--- config.mk ---
export PLATFORM = sky130hd
export DESIGN_NAME = crf_lite_cfg_master
export DESIGN_NICKNAME = d
export VERILOG_FILES = /design/src/rtl/crf_lite_cfg_master.sv
export SDC_FILE = /design/constraint.sdc
export NUM_CORES = 1
export LEC_CHECK = 0
export ABC_CLOCK_PERIOD_IN_PS = 2900
export CAP_MARGIN = 20
export CORE_MARGIN = 2
export CORE_UTILIZATION = 41
export CTS_CLUSTER_SIZE = 40
export DETAILED_ROUTE_END_ITERATION = 12
export PLACE_DENSITY = 0.82
export SLEW_MARGIN = 20
export SYNTH_ARGS = -nofsm -noshare
export SYNTH_HDL_FRONTEND = slang
export SYNTH_SLANG_ARGS = --single-unit
--- constraint.sdc ---
create_clock -name clk -period 2.9 [get_ports clk]
set_input_delay 0.58 -clock clk [delete_from_list [all_inputs] [get_ports clk]]
set_output_delay 0.58 -clock clk [all_outputs]
set_load 0.01 [all_outputs]
--- src/rtl/crf_lite_cfg_master.sv ---
// crf_lite_cfg_master: AXI4-Lite initiator that writes the start register, polls status until done/irq,
// then reports done or error with a sticky error code.
module crf_lite_cfg_master #(
  parameter int AXI_DATA_WIDTH = 32,
  parameter int AXI_ADDR_WIDTH = 32,
  parameter logic [AXI_ADDR_WIDTH-1:0] START_ADDR = 'h0,
  parameter logic [AXI_DATA_WIDTH-1:0] START_VAL = 'h1,
  parameter logic [AXI_ADDR_WIDTH-1:0] STATUS_ADDR = 'h4,
  parameter logic [AXI_DATA_WIDTH-1:0] DONE_MASK = 'h1,
  parameter int POLL_INTERVAL = 16,
  parameter int TIMEOUT = 2**20
) (
  input  logic                        clk,
  input  logic                        rst,
  input  logic                        go,
  output logic                        busy,
  output logic                        done,
  output logic                        error,
  output logic [1:0]                  err_code,
  output logic [AXI_DATA_WIDTH-1:0]   status_rdata,
  input  logic                        interrupt_updone,
  output logic                        m_axi_awvalid,
  input  logic                        m_axi_awready,
  output logic [AXI_ADDR_WIDTH-1:0]   m_axi_awaddr,
  output logic [2:0]                  m_axi_awprot,
  output logic                        m_axi_wvalid,
  input  logic                        m_axi_wready,
  output logic [AXI_DATA_WIDTH-1:0]   m_axi_wdata,
  output logic [AXI_DATA_WIDTH/8-1:0] m_axi_wstrb,
  input  logic                        m_axi_bvalid,
  output logic                        m_axi_bready,
  input  logic [1:0]                  m_axi_bresp,
  output logic                        m_axi_arvalid,
  input  logic                        m_axi_arready,
  output logic [AXI_ADDR_WIDTH-1:0]   m_axi_araddr,
  output logic [2:0]                  m_axi_arprot,
  input  logic                        m_axi_rvalid,
  output logic                        m_axi_rready,
  input  logic [AXI_DATA_WIDTH-1:0]   m_axi_rdata,
  input  logic [1:0]                  m_axi_rresp
);
  localparam int PW = $clog2(POLL_INTERVAL + 1);
  localparam int TW = $clog2(TIMEOUT + 1);
  typedef enum logic [2:0] {S_IDLE, S_WR, S_WR_B, S_POLL, S_RD, S_RD_R, S_DONE, S_ERR} state_t;
  state_t r_state, w_next;
  logic r_aw_pend, r_w_pend, r_irq_seen;
  logic [PW-1:0] r_poll_cnt;
  logic [TW-1:0] r_to_cnt;
  logic [1:0] r_err_code;
  logic [AXI_DATA_WIDTH-1:0] r_status;
  logic w_aw_ok, w_w_ok, w_poll_last, w_timeout, w_rd_done, w_polling;
  assign w_aw_ok     = !r_aw_pend || m_axi_awready;
  assign w_w_ok      = !r_w_pend || m_axi_wready;
  assign w_poll_last = r_poll_cnt == PW'(POLL_INTERVAL - 1);
  assign w_timeout   = r_to_cnt >= TW'(TIMEOUT);
  assign w_rd_done   = (m_axi_rdata & DONE_MASK) != '0;
  assign w_polling   = r_state == S_POLL || r_state == S_RD || r_state == S_RD_R;
  always_ff @(posedge clk or posedge rst) begin
    if (rst) r_state <= S_IDLE;
    else r_state <= w_next;
  end
  always_comb begin
    w_next = r_state;
    case (r_state)
      S_IDLE: w_next = go ? S_WR : S_IDLE;
      S_WR:   w_next = (w_aw_ok && w_w_ok) ? S_WR_B : S_WR;
      S_WR_B: w_next = !m_axi_bvalid ? S_WR_B : (m_axi_bresp == 2'b00) ? S_POLL : S_ERR;
      S_POLL: w_next = r_irq_seen ? S_DONE : w_timeout ? S_ERR : w_poll_last ? S_RD : S_POLL;
      S_RD:   w_next = m_axi_arready ? S_RD_R : S_RD;
      S_RD_R: w_next = !m_axi_rvalid ? S_RD_R : (m_axi_rresp != 2'b00) ? S_ERR :
                       (w_rd_done || r_irq_seen) ? S_DONE : S_POLL;
      default: w_next = S_IDLE;
    endcase
  end
  always_comb begin
    busy          = r_state != S_IDLE;
    done          = r_state == S_DONE;
    error         = r_state == S_ERR;
    m_axi_bready  = r_state == S_WR_B;
    m_axi_arvalid = r_state == S_RD;
    m_axi_rready  = r_state == S_RD_R;
  end
  always_ff @(posedge clk or posedge rst) begin
    if (rst) begin
      r_aw_pend  <= 1'b0;
      r_w_pend   <= 1'b0;
      r_irq_seen <= 1'b0;
      r_poll_cnt <= '0;
      r_to_cnt   <= '0;
      r_err_code <= 2'd0;
      r_status   <= '0;
    end else begin
      if (r_state == S_IDLE && go) begin
        r_aw_pend  <= 1'b1;
        r_w_pend   <= 1'b1;
        r_irq_seen <= 1'b0;
        r_err_code <= 2'd0;
      end else begin
        if (m_axi_awready) r_aw_pend <= 1'b0;
        if (m_axi_wready) r_w_pend <= 1'b0;
        if (w_polling && interrupt_updone) r_irq_seen <= 1'b1;
      end
      r_poll_cnt <= (r_state == S_POLL) ? r_poll_cnt + 1'b1 : '0;
      // Counter saturates at TIMEOUT so a long RD/RD_R stall cannot wrap it.
      r_to_cnt <= (r_state == S_WR_B) ? '0 : (w_polling && !w_timeout) ? r_to_cnt + 1'b1 : r_to_cnt;
      if (w_next == S_ERR && r_state != S_ERR)
        r_err_code <= (r_state == S_WR_B) ? 2'd1 : (r_state == S_RD_R) ? 2'd2 : 2'd3;
      if (r_state == S_RD_R && m_axi_rvalid) r_status <= m_axi_rdata;
    end
  end
  assign err_code      = r_err_code;
  assign status_rdata  = r_status;
  assign m_axi_awvalid = r_aw_pend;
  assign m_axi_wvalid  = r_w_pend;
  assign m_axi_awaddr  = START_ADDR;
  assign m_axi_wdata   = START_VAL;
  assign m_axi_araddr  = STATUS_ADDR;
  assign m_axi_awprot  = 3'b000;
  assign m_axi_arprot  = 3'b000;
  assign m_axi_wstrb   = '1;
endmodule
After elaboration in Yosys (flattened, before gate mapping)

Cells that the tools add are included.
W data, S select, Z words.

Word-level logic and storage cells: 69
Memory bits (read-only): 0
Memories kept: 0
Bits in latches: 0
Bits in writable memories: 0
Register bits: 66
Input port bits: 45
Output and inout port bits: 148

Equal/unequal tests: 10
Multiply operators: 0
Bitwise gates (word level): 0
Divide/modulo/power cells: 0
Reductions and logical operators: 23
Order comparisons: 1
Muxes and demuxes: 25
Shift operators: 0
Add/subtract/negate cells: 2

Operators with widths:

| cell                    | number |
|---|---|
| $mux W21                | 2 |
| $mux W3                 | 8 |
| $add A21 B1 Y21 const B | 1 |
| $ge A21 B21 Y1 const B  | 1 |
| $pmux W3 S6             | 1 |
| $eq A3 B3 Y1 const B    | 5 |
| $reduce_bool A2 Y1      | 6 |
| $mux W1                 | 9 |
| $mux W2                 | 4 |
| $eq A3 B2 Y1 const B    | 2 |
| $logic_and A1 B1 Y1     | 6 |
| $add A5 B1 Y5 const B   | 1 |
| $eq A5 B4 Y1 const B    | 1 |
| $logic_or A1 B1 Y1      | 5 |
| $mux W5                 | 1 |
| $eq A3 B1 Y1 const B    | 1 |
| $logic_not A1 Y1        | 3 |
| $logic_not A3 Y1        | 1 |
| $ne A3 B3 Y1 const B    | 1 |
| $reduce_bool A3 Y1      | 1 |
| $logic_not A2 Y1        | 1 |

Depth between registers and ports, before layout

Depth after elaboration: 8
Depth in mapped cells: 8
Depth with buffers taken out: 8

Worst setup path after synthesis

Ideal clock, no wire load.

Path type: flip-flop to output port
Start point: reg r_state[2]
End point: out m_axi_bready
Data arrival time: 1.407 ns
Stages on the path, launching flop included: 5
Slack: 0.913 ns
Required time: 2.320 ns
Path buffers: 3
Cell sequence: dfrtp_1 -> buf_6 -> nor3b_1 -> clkbuf_1 -> clkbuf_1

Longest elaborated chain between the ends: 1

Ends and longest elaborated chain:

| element                  | RTL line | source |
|---|---|---|
| start: declaration       | 45       | `state_t r_state, w_next;` |
| start signal: assignment | 60       | `else r_state <= w_next;` |
| $eq A3 B2 Y1             | 79       | `m_axi_bready = r_state == S_WR_B;` |
| end: declaration         | 31       | `output logic m_axi_bready,` |

No other way between the ends.

Final worst setup path

Start point: reg r_state[1]
End point: out m_axi_arvalid

Longest elaborated chain between the ends: 1

Ends and longest elaborated chain:

| element          | RTL line | source |
|---|---|---|
| $eq A3 B3 Y1     | 80       | `m_axi_arvalid = r_state == S_RD;` |
| end: declaration | 33       | `output logic m_axi_arvalid,` |

No other way between the ends.

==> results.md <==
- Top-area cell type share of the netlist area: 43.0%
- Reg-to-reg slack, setup: 760 ps
- MaxCap Viol Count: 0
- Share of cells above drive strength 1: 12.9%
- Routability cong.: 0.793
- Final wirelength: 7740 µm
- Post-synth top cells: 107 x buf_4, 66 x dfrtp_1, 32 x mux2_2
- Starting Density: 42.0%
- Synthesis-to-finish area growth: 21.4%
- Relative slew slack: 50.0%
- Leakage Power: 0.00220 µW
- PwrDens: 835 nW/µm²
- Slowest-stage cell, CP: clkdlybuf4s50_1
- CTS Buffer Depth: 2
- Storage cell area: 1650 µm²
- Syn avg cell area: 10.3 µm²
- Global-route usage over all layers: 15.2%
- # DRC: 0
- Crit path cell chain: or2b_4 > nor2_1 > clkdlybuf4s50_1
- FF+latch count, synth: 66
- Worst Tran Pin Value: 749 ps
- Element type at the critical path end: output pin
- Pre-Repair DR Iteration Count: 4
- Die area: 10200 µm²
- Clock Pin Slew Worst Setup and Hold Paths: 70 ps
- H-tree levels: 3
- Post-synthesis cell count: 373
- Syn. warnings: 0
- Initial antenna violation count: 0
- Register area share after synthesis: 43.0%
- Antenna Cells: 0
- Worst Hold Class: register to register
- RSZ-0062 raised after global routing: no
- Global-route wire length before repair: 12200 µm
- Post-synth EDFFs: 0
- DIE HEIGHT: 101 µm
- Startpoint types: register
- I/O pins: 193
- Buffers and inverters on the worst path: 1
- Setup Crit Path Kind: register to output pin
- Total clock buffers created by CTS: 9
- Worst skew pair latency: 340 ps
- CTS root buf: clkbuf_8
- PnR Total Power: 3890 µW
- Post-Place Cell Area: 4430 µm²
- Fmax achieved: 382 MHz
- Yosys cell types: 49
- Row count: 35
- Most instantiated library cell after synthesis: buf_4
- Iteration-0 DRC Markers: 151
- Setup Viol. Count Final: 0
- VDD IR-drop max: 0.597 mV
- Post-CTS Resized: 0
- Via Count: 2595
- Detailed placer's ending HPWL: 5820 µm
- # clock sinks: 66
- Worst path max stage delay: 600 ps
- Post-CTS setup buffer count: 0
- Pre-CTS WS: 656 ps
- Max-slew violations: 0
- Pin count of the biggest net entering global routing: 36
- Final Cell Area: 4660 µm²
- Final hold vios: 0
- Chip Width: 101 µm
- Largest delay share family, worst path: buffers and inverters
- Final Cycle Share: 90.3%
- Setup total negative slack: 0 ps
- Final Worst Setup Slack: 280 ps
- Post-synthesis async set-or-reset flop share: 100%
- Routed vias/inst: 4.51
- Grt ovf: 0
- Required time of the critical path: 2320 ps
- Core ar.: 9150 µm²
- Final ANT Viol Nets: 0
- Min-delay src: r_poll_cnt[0]
- WL per Instance: 13.4 µm
- Final Critical Period: 2620 ps
- CTS tree: yes
- Nets: 509
- Cts hold-fix bufs: 0
- Fill cells: 791
- I/O Buffers: 86
- Ys flop type: dfrtp_1
- Critical path origin: r_state[1]
- RR Startpoint: r_state[1]
- Cell taking the most area after synthesis: dfrtp_1
- Status: finished, final reports clean
- Max FO, Critical Path: 18
- Number of global-route vias before repair: 2450
- Area of the multi-input gates: 1700 µm²
- CP arrival: 2040 ps
- Clk_skew: 8.43 ps
- Synthesized area: 3840 µm²
- Top cells by area, synth: dfrtp_1 43%, buf_4 21%, mux2_2 9.4%, nor2_1 2.7%, xor2_1 2.3%
[report_power, final]
part	switching [µW]	total, µW	internal, µW
registers	237	1450	1210
logic	697	1570	875
clock network	362	871	509
[logic make-up (layout without fill, tap and decap cells)]
| logic type | after synthesis | in the layout | share of synthesized area [%] |
|---|---|---|---|
| flops | 66 | 66 | 43.0 |
| buf+inv | 125 | 113 | 23.0 |
| compound gates | 32 | 32 | 6.09 |
| other cells | 2 | 106 | 0.196 |
| fa+ha+maj | 4 | 4 | 1.30 |
| simple gates | 94 | 94 | 12.9 |
| xor+xnor | 17 | 17 | 3.88 |
| mux | 33 | 33 | 9.64 |
[metal layers]
metal	global-route usage (%)	up-vias	share of wire, %
met1	19.1	1247	40
met4	5.16	0	1.7
li1	-	1203	-
met5	0	-	0
met2	24.9	134	50
met3	4.65	11	8.1
[state kept, by name, summed over array words and instances, names as in the netlist]
| signal | count |
|---|---|
| status_rdata | 32 |
| r_to_cnt | 21 |
| r_poll_cnt | 5 |
| r_state | 3 |
| err_code | 2 |
| m_axi_awvalid | 1 |
| m_axi_wvalid | 1 |
| r_irq_seen | 1 |
[layout make-up]
class                   count  area share [%]
clock buffers              10            2.95
clock inverters             6            1.93
inverters                   7           0.564
multi-input cells         286            36.5
flip-flops and latches     66            35.4
well taps                 111            2.98
repair buffers             90            19.6
[final timing paths]
check / to / cells past startpoint
setup reg to reg: err_code[0] / 5
hold reg to reg: r_poll_cnt[0] / 1
hold / removal: r_poll_cnt[0] / 1
min in group asynchronous: status_rdata[12] / 2
max in group asynchronous: r_to_cnt[10] / 3
setup / recovery: m_axi_arvalid / 3
[stage by stage]
stage	hold WS (ps)	util, %	std cells
2_1_floorplan	433	-	477
3_3_place_gp	446	48.4	560
3_5_place_dp	456	48.4	560
4_1_cts	468	50.9	576
5_1_grt	486	50.9	576
6_report	475	50.9	576
[cell usage in the layout, fill, tap and decap left out, types with 2 or more instances in the layout]
master / n
conb_1: 106
clkdlybuf4s50_1: 86
dfrtp_1: 66
mux2_2: 32
nor2_1: 28
nand2_1: 18
xor2_1: 10
clkbuf_8: 10
a21oi_1: 8
nand3_1: 7
o21ai_0: 7
xnor2_1: 7
inv_1: 6
nor3_1: 6
nand2b_1: 5
nand4_1: 5
and3_1: 5
and2b_1: 4
ha_1: 4
or3_1: 3
nor2b_1: 2
o22ai_1: 2
a31oi_1: 2
and4_1: 2
bufinv_16: 2
clkinv_4: 2
buf_12: 2
buf_4: 2
Power figures use the tool's default switching activity.
